===== src/rtl/core_id_scoreboard_pkg.sv =====
`default_nettype none
// ============================================================================
//  Module      : core_id_scoreboard_pkg
//  Description : Shared constants for the ID-stage in-flight scoreboard.
//                Provides the core-wide defines (register index width,
//                scoreboard depth, done-channel numbering) and package
//                localparams derived from them.
//                Optional feature macro used by the scoreboard: CORE_SB_FWD_EN
//  Revision    : 1.0 - initial release
// ============================================================================

`ifndef CORE_RFIDX_WIDTH
`define CORE_RFIDX_WIDTH 5
`endif
`ifndef CORE_SB_DEPTH
`define CORE_SB_DEPTH 4
`endif
`ifndef CORE_SB_DONE_EX
`define CORE_SB_DONE_EX 0
`endif
`ifndef CORE_SB_DONE_LS
`define CORE_SB_DONE_LS 1
`endif

package core_id_scoreboard_pkg;

    localparam int SB_DEPTH       = `CORE_SB_DEPTH;
    localparam int SB_RFIDX_WIDTH = `CORE_RFIDX_WIDTH;
    localparam int SB_NUM_DONE    = 2;

    // Result-available report channels
    typedef enum int {
        SB_DONE_EX = `CORE_SB_DONE_EX,
        SB_DONE_LS = `CORE_SB_DONE_LS
    } sb_done_ch_e;

endpackage

`default_nettype wire


===== src/rtl/core_id_scoreboard_if.sv =====
`default_nettype none
// ============================================================================
//  Module      : core_id_scoreboard_if
//  Description : Bundle between the pipeline (ID/EX/LS/WB) and the ID-stage
//                scoreboard. master = pipeline side, slave = scoreboard.
//  Revision    : 1.0 - initial release
// ============================================================================

interface core_id_scoreboard_if #(
    parameter int TAG_WIDTH   = 2,
    parameter int RFIDX_WIDTH = 5,
    parameter int NUM_DONE    = 2
);
    // Issue from ID
    logic                          issue_valid;
    logic                          issue_ready;
    logic                          issue_rd_wen;
    logic [RFIDX_WIDTH-1:0]        issue_rd_idx;
    logic                          issue_is_load;
    logic [TAG_WIDTH-1:0]          issue_tag;
    // Result availability from EX / LS
    logic [NUM_DONE-1:0]           done_valid;
    logic [NUM_DONE*TAG_WIDTH-1:0] done_tag;
    // Retire from WB, flush from EX
    logic                          retire_valid;
    logic                          flush_valid;
    logic [TAG_WIDTH-1:0]          flush_tag;
    // Source operand lookup
    logic                          rs1_ren;
    logic [RFIDX_WIDTH-1:0]        rs1_idx;
    logic                          rs1_hit;
    logic [TAG_WIDTH-1:0]          rs1_tag;
    logic                          rs2_ren;
    logic [RFIDX_WIDTH-1:0]        rs2_idx;
    logic                          rs2_hit;
    logic [TAG_WIDTH-1:0]          rs2_tag;
    // Status
    logic                          id_stall;
    logic                          empty;

    modport master (
        output issue_valid, issue_rd_wen, issue_rd_idx, issue_is_load,
        output done_valid, done_tag, retire_valid, flush_valid, flush_tag,
        output rs1_ren, rs1_idx, rs2_ren, rs2_idx,
        input  issue_ready, issue_tag, rs1_hit, rs1_tag, rs2_hit, rs2_tag,
        input  id_stall, empty
    );

    modport slave (
        input  issue_valid, issue_rd_wen, issue_rd_idx, issue_is_load,
        input  done_valid, done_tag, retire_valid, flush_valid, flush_tag,
        input  rs1_ren, rs1_idx, rs2_ren, rs2_idx,
        output issue_ready, issue_tag, rs1_hit, rs1_tag, rs2_hit, rs2_tag,
        output id_stall, empty
    );

endinterface

`default_nettype wire


===== src/rtl/core_id_sb_lookup.sv =====
`default_nettype none
// ============================================================================
//  Module      : core_id_sb_lookup
//  Description : Youngest-writer search over the scoreboard entry array for
//                one source operand. Walks from head (oldest) to the youngest
//                slot so the last match found is the youngest writer.
//  Revision    : 1.0 - initial release
// ============================================================================

module core_id_sb_lookup #(
    parameter int DEPTH       = 4,
    parameter int RFIDX_WIDTH = 5,
    parameter bit FWD_EN      = 1'b0,
    localparam int TAG_WIDTH  = $clog2(DEPTH)
) (
    input  wire logic [DEPTH-1:0]                  valid_i,
    input  wire logic [DEPTH-1:0]                  rd_wen_i,
    input  wire logic [DEPTH-1:0][RFIDX_WIDTH-1:0] rd_idx_i,
    input  wire logic [DEPTH-1:0]                  done_i,
    input  wire logic [TAG_WIDTH-1:0]              head_i,
    input  wire logic                              ren_i,
    input  wire logic [RFIDX_WIDTH-1:0]            idx_i,
    output logic                                   hit_o,
    output logic [TAG_WIDTH-1:0]                   tag_o,
    output logic                                   block_o
);

    logic [TAG_WIDTH-1:0] w_pos;
    logic                 w_done;

    // Oldest-to-youngest scan; later matches override earlier ones
    always_comb begin
        hit_o  = 1'b0;
        tag_o  = '0;
        w_done = 1'b0;
        w_pos  = '0;
        for (int k = 0; k < DEPTH; k++) begin
            w_pos = head_i + TAG_WIDTH'(k);
            if (ren_i && (idx_i != '0) && valid_i[w_pos] &&
                rd_wen_i[w_pos] && (rd_idx_i[w_pos] == idx_i)) begin
                hit_o  = 1'b1;
                tag_o  = w_pos;
                w_done = done_i[w_pos];
            end
        end
    end

    // With forwarding, a completed youngest writer can be bypassed
    assign block_o = hit_o && !(FWD_EN && w_done);

endmodule

`default_nettype wire


===== src/rtl/core_id_scoreboard.sv =====
`default_nettype none
// ============================================================================
//  Module      : core_id_scoreboard
//  Description : In-order in-flight instruction tracker for the ID stage.
//                Circular queue of DEPTH entries pushed by ID, marked done by
//                EX/LS, popped by WB and truncated by EX commit flushes.
//                Provides combinational RAW lookup and the ID stall.
//                Optional feature macro: CORE_SB_FWD_EN (done writers forward
//                instead of stalling).
//  Revision    : 1.0 - initial release
// ============================================================================

module core_id_scoreboard
    import core_id_scoreboard_pkg::*;
#(
    parameter int DEPTH       = SB_DEPTH,
    parameter int RFIDX_WIDTH = SB_RFIDX_WIDTH,
    parameter int NUM_DONE    = SB_NUM_DONE
) (
    input  wire logic           clk,
    input  wire logic           rst_n,
    core_id_scoreboard_if.slave sb
);

    localparam int TAG_WIDTH = $clog2(DEPTH);

`ifdef CORE_SB_FWD_EN
    localparam bit c_FWD_EN = 1'b1;
`else
    localparam bit c_FWD_EN = 1'b0;
`endif

    // Queue state
    logic [TAG_WIDTH-1:0]                  head_q, head_d;
    logic [TAG_WIDTH-1:0]                  tail_q, tail_d;
    logic [TAG_WIDTH:0]                    count_q, count_d;
    logic [DEPTH-1:0]                      valid_q, valid_d;
    logic [DEPTH-1:0]                      rd_wen_q, rd_wen_d;
    logic [DEPTH-1:0][RFIDX_WIDTH-1:0]     rd_idx_q, rd_idx_d;
    logic [DEPTH-1:0]                      is_load_q, is_load_d;
    logic [DEPTH-1:0]                      done_q, done_d;

    logic                                  w_full;
    logic                                  w_empty;
    logic                                  w_issue_fire;
    logic                                  w_retire_fire;
    logic                                  w_flush_fire;
    logic [TAG_WIDTH-1:0]                  w_flush_span;
    logic [TAG_WIDTH:0]                    w_flush_cnt;
    logic [TAG_WIDTH-1:0]                  w_flush_age;
    logic [DEPTH-1:0][TAG_WIDTH-1:0]       w_age;
    logic [DEPTH-1:0]                      w_kill;
    logic                                  w_block1;
    logic                                  w_block2;

    assign w_full        = (count_q == (TAG_WIDTH+1)'(DEPTH));
    assign w_empty       = (count_q == '0);
    // A flush always references a live instruction; a stale tag is ignored
    assign w_flush_fire  = sb.flush_valid && valid_q[sb.flush_tag];
    assign w_issue_fire  = sb.issue_valid && !w_full && !sb.flush_valid;
    assign w_retire_fire = sb.retire_valid && !w_empty;

    // Surviving length after a flush; span 0 with a live flush_tag is a full queue
    assign w_flush_span = sb.flush_tag + TAG_WIDTH'(1) - head_q;
    assign w_flush_cnt  = ((w_flush_span == '0) && valid_q[sb.flush_tag])
                          ? (TAG_WIDTH+1)'(DEPTH) : {1'b0, w_flush_span};
    assign w_flush_age  = sb.flush_tag - head_q;

    // Entries strictly younger than the flushing instruction are killed
    always_comb begin
        w_age  = '0;
        w_kill = '0;
        for (int i = 0; i < DEPTH; i++) begin
            w_age[i]  = TAG_WIDTH'(i) - head_q;
            w_kill[i] = w_flush_fire && valid_q[i] && (w_age[i] > w_flush_age);
        end
    end

    // Next-state computation: done, flush, retire, then issue
    always_comb begin
        head_d    = head_q;
        tail_d    = tail_q;
        count_d   = count_q;
        valid_d   = valid_q;
        rd_wen_d  = rd_wen_q;
        rd_idx_d  = rd_idx_q;
        is_load_d = is_load_q;
        done_d    = done_q;

        // A load's result is never available from the EX channel
        for (int c = 0; c < NUM_DONE; c++) begin
            if (sb.done_valid[c] &&
                valid_q[sb.done_tag[c*TAG_WIDTH +: TAG_WIDTH]] &&
                (!is_load_q[sb.done_tag[c*TAG_WIDTH +: TAG_WIDTH]] ||
                 (c == int'(SB_DONE_LS)))) begin
                done_d[sb.done_tag[c*TAG_WIDTH +: TAG_WIDTH]] = 1'b1;
            end
        end

        valid_d = valid_d & ~w_kill;
        done_d  = done_d  & ~w_kill;

        if (w_retire_fire) begin
            valid_d[head_q] = 1'b0;
            head_d          = head_q + TAG_WIDTH'(1);
        end

        if (w_flush_fire) begin
            tail_d  = sb.flush_tag + TAG_WIDTH'(1);
            count_d = w_flush_cnt - (TAG_WIDTH+1)'(w_retire_fire);
        end else begin
            count_d = count_q + (TAG_WIDTH+1)'(w_issue_fire)
                              - (TAG_WIDTH+1)'(w_retire_fire);
        end

        if (w_issue_fire) begin
            valid_d[tail_q]   = 1'b1;
            rd_wen_d[tail_q]  = sb.issue_rd_wen && (sb.issue_rd_idx != '0);
            rd_idx_d[tail_q]  = sb.issue_rd_idx;
            is_load_d[tail_q] = sb.issue_is_load;
            done_d[tail_q]    = 1'b0;
            tail_d            = tail_q + TAG_WIDTH'(1);
        end
    end

    // State register with asynchronous clear
    always_ff @(posedge clk or negedge rst_n) begin
        if (!rst_n) begin
            head_q    <= '0;
            tail_q    <= '0;
            count_q   <= '0;
            valid_q   <= '0;
            rd_wen_q  <= '0;
            rd_idx_q  <= '0;
            is_load_q <= '0;
            done_q    <= '0;
        end else begin
            head_q    <= head_d;
            tail_q    <= tail_d;
            count_q   <= count_d;
            valid_q   <= valid_d;
            rd_wen_q  <= rd_wen_d;
            rd_idx_q  <= rd_idx_d;
            is_load_q <= is_load_d;
            done_q    <= done_d;
        end
    end

    core_id_sb_lookup #(
        .DEPTH       (DEPTH),
        .RFIDX_WIDTH (RFIDX_WIDTH),
        .FWD_EN      (c_FWD_EN)
    ) u_lookup_rs1 (
        .valid_i  (valid_q),
        .rd_wen_i (rd_wen_q),
        .rd_idx_i (rd_idx_q),
        .done_i   (done_q),
        .head_i   (head_q),
        .ren_i    (sb.rs1_ren),
        .idx_i    (sb.rs1_idx),
        .hit_o    (sb.rs1_hit),
        .tag_o    (sb.rs1_tag),
        .block_o  (w_block1)
    );

    core_id_sb_lookup #(
        .DEPTH       (DEPTH),
        .RFIDX_WIDTH (RFIDX_WIDTH),
        .FWD_EN      (c_FWD_EN)
    ) u_lookup_rs2 (
        .valid_i  (valid_q),
        .rd_wen_i (rd_wen_q),
        .rd_idx_i (rd_idx_q),
        .done_i   (done_q),
        .head_i   (head_q),
        .ren_i    (sb.rs2_ren),
        .idx_i    (sb.rs2_idx),
        .hit_o    (sb.rs2_hit),
        .tag_o    (sb.rs2_tag),
        .block_o  (w_block2)
    );

    assign sb.issue_ready = !w_full;
    assign sb.issue_tag   = tail_q;
    assign sb.empty       = w_empty;
    assign sb.id_stall    = w_full || w_block1 || w_block2;

endmodule

`default_nettype wire


===== src/flat_wrapper.sv =====
// flat-port wrapper written by rule: the top's interface ports become plain ports
module core_id_scoreboard_flat import core_id_scoreboard_pkg::*;
#(
    parameter int DEPTH       = SB_DEPTH,
    parameter int RFIDX_WIDTH = SB_RFIDX_WIDTH,
    parameter int NUM_DONE    = SB_NUM_DONE
)
  (clk, rst_n, sb_issue_valid, sb_issue_rd_wen, sb_issue_rd_idx, sb_issue_is_load, sb_done_valid, sb_done_tag, sb_retire_valid, sb_flush_valid, sb_flush_tag, sb_rs1_ren, sb_rs1_idx, sb_rs2_ren, sb_rs2_idx, sb_issue_ready, sb_issue_tag, sb_rs1_hit, sb_rs1_tag, sb_rs2_hit, sb_rs2_tag, sb_id_stall, sb_empty);
  core_id_scoreboard_if #(.TAG_WIDTH((2)), .RFIDX_WIDTH(RFIDX_WIDTH), .NUM_DONE(NUM_DONE)) sb_i ();
  input  wire logic clk;
  input  wire logic rst_n;
  input wire logic [$bits(sb_i.issue_valid)-1:0] sb_issue_valid;
  input wire logic [$bits(sb_i.issue_rd_wen)-1:0] sb_issue_rd_wen;
  input wire logic [$bits(sb_i.issue_rd_idx)-1:0] sb_issue_rd_idx;
  input wire logic [$bits(sb_i.issue_is_load)-1:0] sb_issue_is_load;
  input wire logic [$bits(sb_i.done_valid)-1:0] sb_done_valid;
  input wire logic [$bits(sb_i.done_tag)-1:0] sb_done_tag;
  input wire logic [$bits(sb_i.retire_valid)-1:0] sb_retire_valid;
  input wire logic [$bits(sb_i.flush_valid)-1:0] sb_flush_valid;
  input wire logic [$bits(sb_i.flush_tag)-1:0] sb_flush_tag;
  input wire logic [$bits(sb_i.rs1_ren)-1:0] sb_rs1_ren;
  input wire logic [$bits(sb_i.rs1_idx)-1:0] sb_rs1_idx;
  input wire logic [$bits(sb_i.rs2_ren)-1:0] sb_rs2_ren;
  input wire logic [$bits(sb_i.rs2_idx)-1:0] sb_rs2_idx;
  output wire logic [$bits(sb_i.issue_ready)-1:0] sb_issue_ready;
  output wire logic [$bits(sb_i.issue_tag)-1:0] sb_issue_tag;
  output wire logic [$bits(sb_i.rs1_hit)-1:0] sb_rs1_hit;
  output wire logic [$bits(sb_i.rs1_tag)-1:0] sb_rs1_tag;
  output wire logic [$bits(sb_i.rs2_hit)-1:0] sb_rs2_hit;
  output wire logic [$bits(sb_i.rs2_tag)-1:0] sb_rs2_tag;
  output wire logic [$bits(sb_i.id_stall)-1:0] sb_id_stall;
  output wire logic [$bits(sb_i.empty)-1:0] sb_empty;
  assign sb_i.issue_valid = sb_issue_valid;
  assign sb_i.issue_rd_wen = sb_issue_rd_wen;
  assign sb_i.issue_rd_idx = sb_issue_rd_idx;
  assign sb_i.issue_is_load = sb_issue_is_load;
  assign sb_i.done_valid = sb_done_valid;
  assign sb_i.done_tag = sb_done_tag;
  assign sb_i.retire_valid = sb_retire_valid;
  assign sb_i.flush_valid = sb_flush_valid;
  assign sb_i.flush_tag = sb_flush_tag;
  assign sb_i.rs1_ren = sb_rs1_ren;
  assign sb_i.rs1_idx = sb_rs1_idx;
  assign sb_i.rs2_ren = sb_rs2_ren;
  assign sb_i.rs2_idx = sb_rs2_idx;
  assign sb_issue_ready = sb_i.issue_ready;
  assign sb_issue_tag = sb_i.issue_tag;
  assign sb_rs1_hit = sb_i.rs1_hit;
  assign sb_rs1_tag = sb_i.rs1_tag;
  assign sb_rs2_hit = sb_i.rs2_hit;
  assign sb_rs2_tag = sb_i.rs2_tag;
  assign sb_id_stall = sb_i.id_stall;
  assign sb_empty = sb_i.empty;
  core_id_scoreboard #(.DEPTH(DEPTH), .RFIDX_WIDTH(RFIDX_WIDTH), .NUM_DONE(NUM_DONE)) u_core (.clk(clk), .rst_n(rst_n), .sb(sb_i));
endmodule

===== config.mk =====
export PLATFORM = sky130hd
export DESIGN_NAME = core_id_scoreboard_flat
export DESIGN_NICKNAME = d
export VERILOG_FILES = /design/src/rtl/core_id_scoreboard_pkg.sv /design/src/rtl/core_id_scoreboard_if.sv /design/src/rtl/core_id_sb_lookup.sv /design/src/rtl/core_id_scoreboard.sv /design/src/flat_wrapper.sv
export SDC_FILE = /design/constraint.sdc
export NUM_CORES = 1
export LEC_CHECK = 0
export CAP_MARGIN = 0
export CORE_MARGIN = 3
export CORE_UTILIZATION = 50
export DETAILED_ROUTE_END_ITERATION = 12
export PLACE_DENSITY = 0.71
export SLEW_MARGIN = 15
export SYNTH_ARGS = -nofsm -noshare
export SYNTH_HDL_FRONTEND = slang
export SYNTH_HIERARCHICAL = 1
export SYNTH_SLANG_ARGS = --single-unit

===== constraint.sdc =====
create_clock -name clk -period 7.7 [get_ports clk]
set_clock_uncertainty 0.05 [all_clocks]
set_input_delay 1.54 -clock clk [delete_from_list [all_inputs] [get_ports clk]]
set_output_delay 1.54 -clock clk [all_outputs]
set_load 0.005 [all_outputs]

Word-level counts from Yosys, hierarchy flattened. Cells that the tools add are included.

Equality and inequality tests: 9. Add/subtract/negate cells: 14. Shifts and indexed selects: 0. Div/mod/pow operators: 0. $mul: 0. $lt $le $gt $ge: 12. Reductions and logical operators: 53. Mux-type cells: 56. Bitwise gates (word level): 5.

Operator list (number): 1-bit logical AND (42); 5-bit binary-select mux with 2-bit select (4); 5-bit equality test (8); 5-bit two-way mux (5); 20-bit bitwise mux (1); 2-bit two-way mux (10); 1-bit two-way mux (19); 1-bit binary-select mux with 2-bit select (9); 2-bit by 3-bit less-than comparator with 1-bit output, second input constant (6); 5-bit nonzero test (3); 5-bit demux with 2-bit select (1); 4-bit bitwise AND (2); 2-bit > comparator (4); 4-bit two-way mux (2); 4-bit NOT (2); 2-bit by 1-bit adder with 2-bit output, second input constant (3); 3-bit two-way mux (2); 3-bit by 1-bit subtractor with 3-bit output (2); 2-bit adder, second input constant (2); 4-bit bitwise mux (1); 1-bit demux with 2-bit select (2); 2-bit by 1-bit >= comparator with 1-bit output, second input constant (2); 4-bit OR (1); 1-bit by 2-bit subtractor with 2-bit output, first input constant (2); other kinds (9) (14).

Register bits: 35. Bits in latches: 0. Memory bits (read-only): 0. Bits in writable memories: 0. Bits of input ports: 32. Memories: 0.

Longest topological paths before layout. Gate-level depths: netlist of the first run.

Depth in word-level cells: 11. Gate-level depth with buffers: 11.

Hierarchy. The synthesis of the first run kept the hierarchy.

By module, submodules not included: core_id_sb_lookup (instances 2, area an instance 1179.9 sq um, cells an instance 111, seq. area each 0.0 sq um); core_id_scoreboard (instances 1, area an instance 2318.5 sq um, cells an instance 185, seq. area each 1076.0 sq um).

Least setup slack after synthesis of the first run. OpenSTA, ideal clock, no wires.

Kind: input to output. From: input port sb_rs1_idx[3]. To: output port sb_id_stall. Arrival time: 3.173 ns. Slack: 2.937 ns. Buffers on the path: 1. Cell stages on the path: 8. Required time: 6.110 ns. Cells stage by stage: clkbuf_1 or4_1 o21a_2 o211ai_1 nor3_2 nor2_1 nand3_1 or3_1.

Word-level cells in the longest chain between the ends: 11.

Ends and longest elaborated chain: from (decl) (line flat_wrapper.sv:22) `input wire logic [$bits(sb_i.rs1_idx)-1:0] sb_rs1_idx;`; 5-bit nonzero test (line core_id_sb_lookup.sv:39) `if (ren_i && (idx_i != '0) && valid_i[w_pos] &&`; 1-bit logical AND (3 in a row) (line core_id_sb_lookup.sv:39); 1-bit logical AND (line core_id_sb_lookup.sv:40) `rd_wen_i[w_pos] && (rd_idx_i[w_pos] == idx_i)) begin`; 1-bit two-way mux (3 in a row) (line core_id_sb_lookup.sv:39); 1-bit two-way mux * (line core_id_sb_lookup.sv:39); named net u_core.w_block1 (line core_id_scoreboard.sv:53) `logic w_block1;`; 1-bit logical OR * (2 in a row) (line core_id_scoreboard.sv:186) `assign sb.id_stall = w_full || w_block1 || w_block2;`; to (decl) (line flat_wrapper.sv:31) `output wire logic [$bits(sb_i.id_stall)-1:0] sb_id_stall;`.

Mark *: on every way through the listed nets, which the timed path passes. The rest lies on a longest branch.

Worst setup path after layout of the first run.
From: input port sb_rs2_idx[3]. To: output port sb_id_stall.

Word-level cells in the longest chain between the ends: 10.

Ends and longest elaborated chain: from (decl) (line flat_wrapper.sv:24) `input wire logic [$bits(sb_i.rs2_idx)-1:0] sb_rs2_idx;`; 5-bit nonzero test (line core_id_sb_lookup.sv:39); 1-bit logical AND (3 in a row) (line core_id_sb_lookup.sv:39); 1-bit logical AND (line core_id_sb_lookup.sv:40); 1-bit two-way mux (3 in a row) (line core_id_sb_lookup.sv:39); 1-bit two-way mux * (line core_id_sb_lookup.sv:39); 1-bit logical OR * (line core_id_scoreboard.sv:186).

Mark *: on every way between the ends. The rest lies on a longest branch, timed or not.

==> results of run 1 <==
-- path summary, 6_finish.rpt --
kind | startpoint | endpoint | slack, ns | depth (start not counted)
max | sb_rs2_idx[3] | sb_id_stall | 1.93 | 9
min | u_core/sb.issue_tag[0] | u_core/sb.issue_tag[0] | 0.53 | 1
max reg2reg | u_core/count_q[2] | u_core/count_q[2] | 4.94 | 10
min reg2reg | u_core/sb.issue_tag[0] | u_core/sb.issue_tag[0] | 0.53 | 1
max in group asynchronous | rst_n | u_core/head_q[1] | 5.65 | 2
min in group asynchronous | rst_n | u_core/count_q[2] | 1.61 | 2
-- cells in the final DEF, fill, tap and decap left out, types with 3 or more instances in the layout --
master / instances
mux2i_1: 12
xor2_1: 17
nand2_1: 18
a21oi_1: 5
o211ai_1: 9
mux4_2: 8
xnor2_1: 33
or4_1: 3
buf_4: 3
nor2_1: 8
mux2_2: 18
inv_1: 20
dfrtp_1: 33
mux4_1: 28
mux2_4: 6
nand4_1: 6
nand2b_1: 3
nand4b_1: 4
nor3_1: 5
a31oi_1: 3
o31a_1: 3
clkdlybuf4s50_1: 35
o21ai_0: 11
nand2_2: 3
clkbuf_8: 5
o21ai_1: 4
nand3_1: 18
ha_1: 20
-- metal layers --
metal  global-route usage [%]  vias up
met3                     2.19       22
li1                         -     1471
met4                     8.72        0
met1                     26.6     1583
met5                        0        -
met2                     30.4       93
-- power breakdown --
| part | internal, mW | switching (mW) |
|---|---|---|
| Combinational | 0.676 | 0.481 |
| Sequential | 0.275 | 0.265 |
| Clock | 0.0634 | 0.0638 |
-- layout make-up --
cell class	count	share of cell area (%)
multi-input combinational	292	66.3
inverter	20	1.64
clock buffer	7	1.67
timing repair buffer	38	8.17
sequential	35	19.2
tap	105	2.88
clock inverter	1	0.110
-- worst max-delay path, stage by stage --
cell and delay [ns]:
clkdlybuf4s50_1 0.54, or4_1 0.56, o21a_2 0.26, nand3_1 0.16
nor3_1 0.10, nor2_1 0.11, nand3_1 0.09, or3_1 0.36
clkdlybuf4s50_1 0.45
-- state kept, by name (all words and copies together), names as in the netlist --
name	count
u_core/rd_idx_q	20
u_core/rd_wen_q	4
u_core/valid_q	4
u_core/count_q	3
u_core/head_q	2
u_core/sb.issue_tag	2
-- through the flow --
| stage | instances | instance area [sq um] | util (%) | hold slack [ns] |
|---|---|---|---|---|
| global placement | 490 | 4480 | 54.0 | 0.508 |
| detailed placement | 490 | 4480 | 54.0 | 0.529 |
| CTS | 498 | 4560 | 55.0 | 0.545 |
| global route | 498 | 4560 | 55.0 | 0.580 |
| floorplan | 378 | 4300 | - | 0.491 |
| finish | 498 | 4560 | 55.0 | 0.529 |
==> flow_summary_export.csv, run 1 <==
group,metric,value,unit
sta,relSlewSlack,34.2,%
setup_path,cp-end-kind,"output port",
die,pin_count,43,
routing,wl_met1,4030,um
die,die_h,98.8,um
placement,port_buffers,35,
die,die_w,98.8,um
routing,highest_layer,"met4",
global_route,grt_max_degree,53,
sta,hold_violations,0,
placement,dp_hpwl,6950,um
global_route,first_global_vias,3066,
clocking,cts_resized,0,
clocking,clock_path_buffers,2,
routing,wl_met2,4370,um
setup_path,required,6.11,ns
die,core_area,0.00830,sq mm
hold_path,hp-class,"reg2reg",
setup_path,cp-start-kind,"input port",
clocking,path_clk_slew,0.07,ns
logic_synthesis,synth_warnings,6,
sta,rsz0062_at_grt,"no",
layout,fin_nets,445,
routing,wl_per_cell,18.3,um
sta,tightest_slew,0.987,ns
clocking,post_cts_buffers,0,
sta,tns,0,ns
clocking,cts_tree,"built",
clocking,clkLatencyLatePin,0.29,ns
placement,dp_slack,1.89,ns
sta,max_freq,173,MHz
setup_path,path_class,"in2out",
pwr,ir_drop,0.000187,V
routing,via_per_inst,6.36,
pwr,finalPower,1.82,mW
pwr,power_density,400,mW/mm^2
placement,gp_congestion,0.853,
layout,multi_input_area,0.00303,sq mm
setup_path,critPathMaxFanout,5,
routing,routed_wl,9120,um
routing,num_vias,3169,
logic_synthesis,synth.avg_cell_area,11.4,sq um
global_route,grt_pass1_wl,15400,um
sta,finalMaxSlewViolations,0,
routing,drc,0,
clocking,cts_htree_levels,2,
sta,setup_viol,0,
logic_synthesis,synth_nets,431,
die,row_count,33,
sta,finalCriticalPeriod,5.77,ns
global_route,grt_usage,19.2,%
layout,nFillCells,691,
sta,fin_crit_sh,74.9,%
clocking,cts-root-buf,"clkbuf_8",
die,start_util,51.9,%
logic_synthesis,netlist_area,0.00430,sq mm
routing,drtIter0Drc,151,
layout,drive_gt1_share,16.0,%
status,status,"finished, final reports clean",
global_route,antenna_found_initial,0,
pwr,p_leak,1.87,nW
layout,area_delta_synth_final,6.05,%
sta,setup_ws,1.93,ns
clocking,cts.sinks,35,
clocking,cts_buffers,5,
run,maxCapViolCount,0,
routing,dr.pass1.iters,4,
routing,postRouteAntennaNets,0,
global_route,grt_overflow,0,
clocking,cts_hold_buf,0,
logic_synthesis,syn-instance-count,378,
routing,wl_met3,386,um
die,dieArea,0.00976,sq mm
layout,diodes,0,
setup_path,critPathArrivalTime,4.18,ns
layout,seq_area,878,sq um
Power figures use the tool's default switching activity.
==> run 2, diff against run 1 <==
clock period = 5.55 ns   (was 7.7 ns; I/O delays follow)
==> run 2 against run 1 <==
Net effect: sequential share of layout area is 0.11 points lower; die area stayed put; final cell count is 0.20% higher; first-iteration DRC count is 37% higher; routed wire length is 0.69% lower; hold slack better by 0.017 ns; critical path depth stayed put; critical path type unchanged; largest cell class unchanged.
==> flow_summary_export.csv, run 2 (same netlist as run 1, synthesis figures left out) <==
group,metric,value,unit
clocking,path_clk_slew,0.07,ns
die,die_h,98.8,um
clocking,clock_path_buffers,2,
pwr,ir_drop,0.000285,V
global_route,grt_usage,19.1,%
placement,port_buffers,35,
setup_path,cpMaxStageDelayCell,"or4_1",
clocking,post_cts_buffers,0,
clocking,cts_buffers,5,
status,status,"finished, final reports clean",
layout,top_regs,"u_core/rd_idx_q x20, u_core/rd_wen_q x4, u_core/valid_q x4",
clocking,cts_resized,0,
setup_path,r2r_cells,8,
routing,routed_wl,9050,um
pwr,p_sw,1.11,mW
placement,dp_hpwl,6800,um
sta,fin_crit_sh,89.1,%
sta,setup_viol,0,
pwr,swShare,43.6,%
setup_path,cp-start-kind,"input port",
routing,dr.pass1.iters,4,
setup_path,path_class,"in2out",
pwr,p_clk_share,7.8,%
pwr,power_frac_seq,29.1,%
clocking,cts_hold_buf,0,
sta,max_freq,202,MHz
sta,hold_slack,0.547,ns
routing,drtIter0Drc,207,
layout,largest_reg_flops,20,
pwr,intPower,1.44,mW
clocking,cts_htree_levels,2,
clocking,cts_tree,"built",
sta,tns,0,ns
setup_path,required,4.39,ns
layout,most-common-layout-cells,"35 x clkdlybuf4s50_1, 33 x xnor2_1, 33 x dfrtp_1, 28 x mux4_1",
layout,nFillCells,698,
pwr,p_leak,1.88,nW
clocking,cts-root-buf,"clkbuf_8",
sta,hold_violations,0,
die,core_area,0.00830,sq mm
global_route,grt_max_degree,45,
routing,num_vias,3131,
layout,utilization,55.3,%
hold_path,hp-class,"reg2reg",
setup_path,cpPeakStageDelay,0.57,ns
die,pin_count,43,
global_route,grt_pass1_wl,15100,um
routing,via_per_inst,6.27,
layout,top_register,"u_core/rd_idx_q",
layout,area_delta_synth_final,6.66,%
global_route,antenna_found_initial,0,
sta,finalCriticalPeriod,4.94,ns
setup_path,worstPathCellList,"clkdlybuf4s50_1, or4_1, o21a_2, nand3_1, nor3_1, nor2_1, nand3_1, or3_1, clkdlybuf4s50_1",
die,start_util,51.9,%
pwr,pwr-share-comb,63.1,%
routing,drc,0,
die,row_count,33,
layout,drive_gt1_share,16.5,%
setup_path,crit_start,"sb_rs2_idx[3]",
sta,tightest_slew,0.869,ns
setup_path,r2r-end,"u_core/count_q[2]",
layout,fin_nets,446,
sta,finalMaxSlewViolations,0,
placement,gp_congestion,0.904,
setup_path,critical_path.endpoint,"sb_id_stall",
setup_path,rrSetupSlack,2.71,ns
layout,layout_commonest_cell,"clkdlybuf4s50_1",
pwr,power_density,555,mW/mm^2
die,die_w,98.8,um
setup_path,cp-end-kind,"output port",
global_route,grt_overflow,0,
clocking,clkLatencyLatePin,0.28,ns
setup_path,critPathMaxFanout,5,
run,maxCapViolCount,0,
setup_path,critPathArrivalTime,3.78,ns
setup_path,r2r_start,"u_core/head_q[0]",
routing,wl_per_cell,18.1,um
routing,postRouteAntennaNets,0,
die,dieArea,0.00976,sq mm
clocking,cts.sinks,35,
global_route,first_global_vias,2972,
sta,rsz0062_at_grt,"no",
sta,relSlewSlack,42.1,%
layout,diodes,0,
==> run 2: cell types whose count changed in the layout (fill, tap and decap cells not counted) <==
cell      before  now
clkbuf_8       5    7
buf_4          3    4
clkinv_2       1    0
clkbuf_1       2    1
==> run 2: layout make-up <==
cell class,instances,area [sq um],share of cell area [%]
repair buffers,39,380,8.29
inverters,20,75.1,1.64
clock buffers,8,100,2.18
flip-flops and latches,35,878,19.1
multi-input cells,292,3030,65.9
well taps,105,131,2.86
==> run 2: power by group through the flow <==
stage / sequential (mW) / combinational [mW] / clock [mW]
6_report: 0.741 / 1.61 / 0.199
5_1_grt: 0.784 / 1.76 / 0.221
4_1_cts: 0.731 / 1.61 / 0.206
3_5_place_dp: 0.735 / 1.61 / 0
3_3_place_gp: 0.707 / 1.57 / 0
2_1_floorplan: 0.546 / 1.55 / 0
==> run 2: worst max-delay path, delay by kind of cell <==
family                 cells  cell delay, ns
AOI/OAI and AO/OA          1            0.26
buffers and inverters      2            1.01
and+or+nand+nor            6            1.40
==> run 2: how the worst min path moves through the flow <==
stage | start | endpoint | slack [ns] | cells after the start
after CTS | u_core/sb.issue_tag[0] | u_core/sb.issue_tag[0] | 0.54 | 1
after detailed placement | u_core/sb.issue_tag[0] | u_core/sb.issue_tag[0] | 0.53 | 1
final | u_core/sb.issue_tag[0] | u_core/sb.issue_tag[0] | 0.55 | 1
after floorplan | u_core/sb.issue_tag[0] | u_core/sb.issue_tag[0] | 0.49 | 1
after global placement | u_core/sb.issue_tag[0] | u_core/sb.issue_tag[0] | 0.51 | 1
after global routing | u_core/sb.issue_tag[0] | u_core/sb.issue_tag[0] | 0.60 | 1
==> run 2: metal layers <==
layer  routed length (um)  vias up  GRT usage [%]
met5                    0        -              0
met4                  129        0           5.78
met3                  484        8           2.41
met2                 4480       97           30.9
met1                 3970     1554           26.8
li1                     -     1472              -
==> run 2: stage by stage <==
step | instances | total power, mW | setup slack, ns | cell area (sq um)
after floorplan | 378 | 2.10 | 1.65 | 4300
after global placement | 491 | 2.27 | 0.631 | 4490
after detailed placement | 491 | 2.34 | 0.614 | 4490
after CTS | 499 | 2.55 | 0.616 | 4590
after global routing | 499 | 2.76 | 0.492 | 4590
final | 499 | 2.55 | 0.607 | 4590
==> run 3, diff against run 2 <==
TNS_END_PERCENT = 20   (was not set)
==> results of run 3 <==
Same layout as run 2: the final DEF is identical, and so are final timing and power.
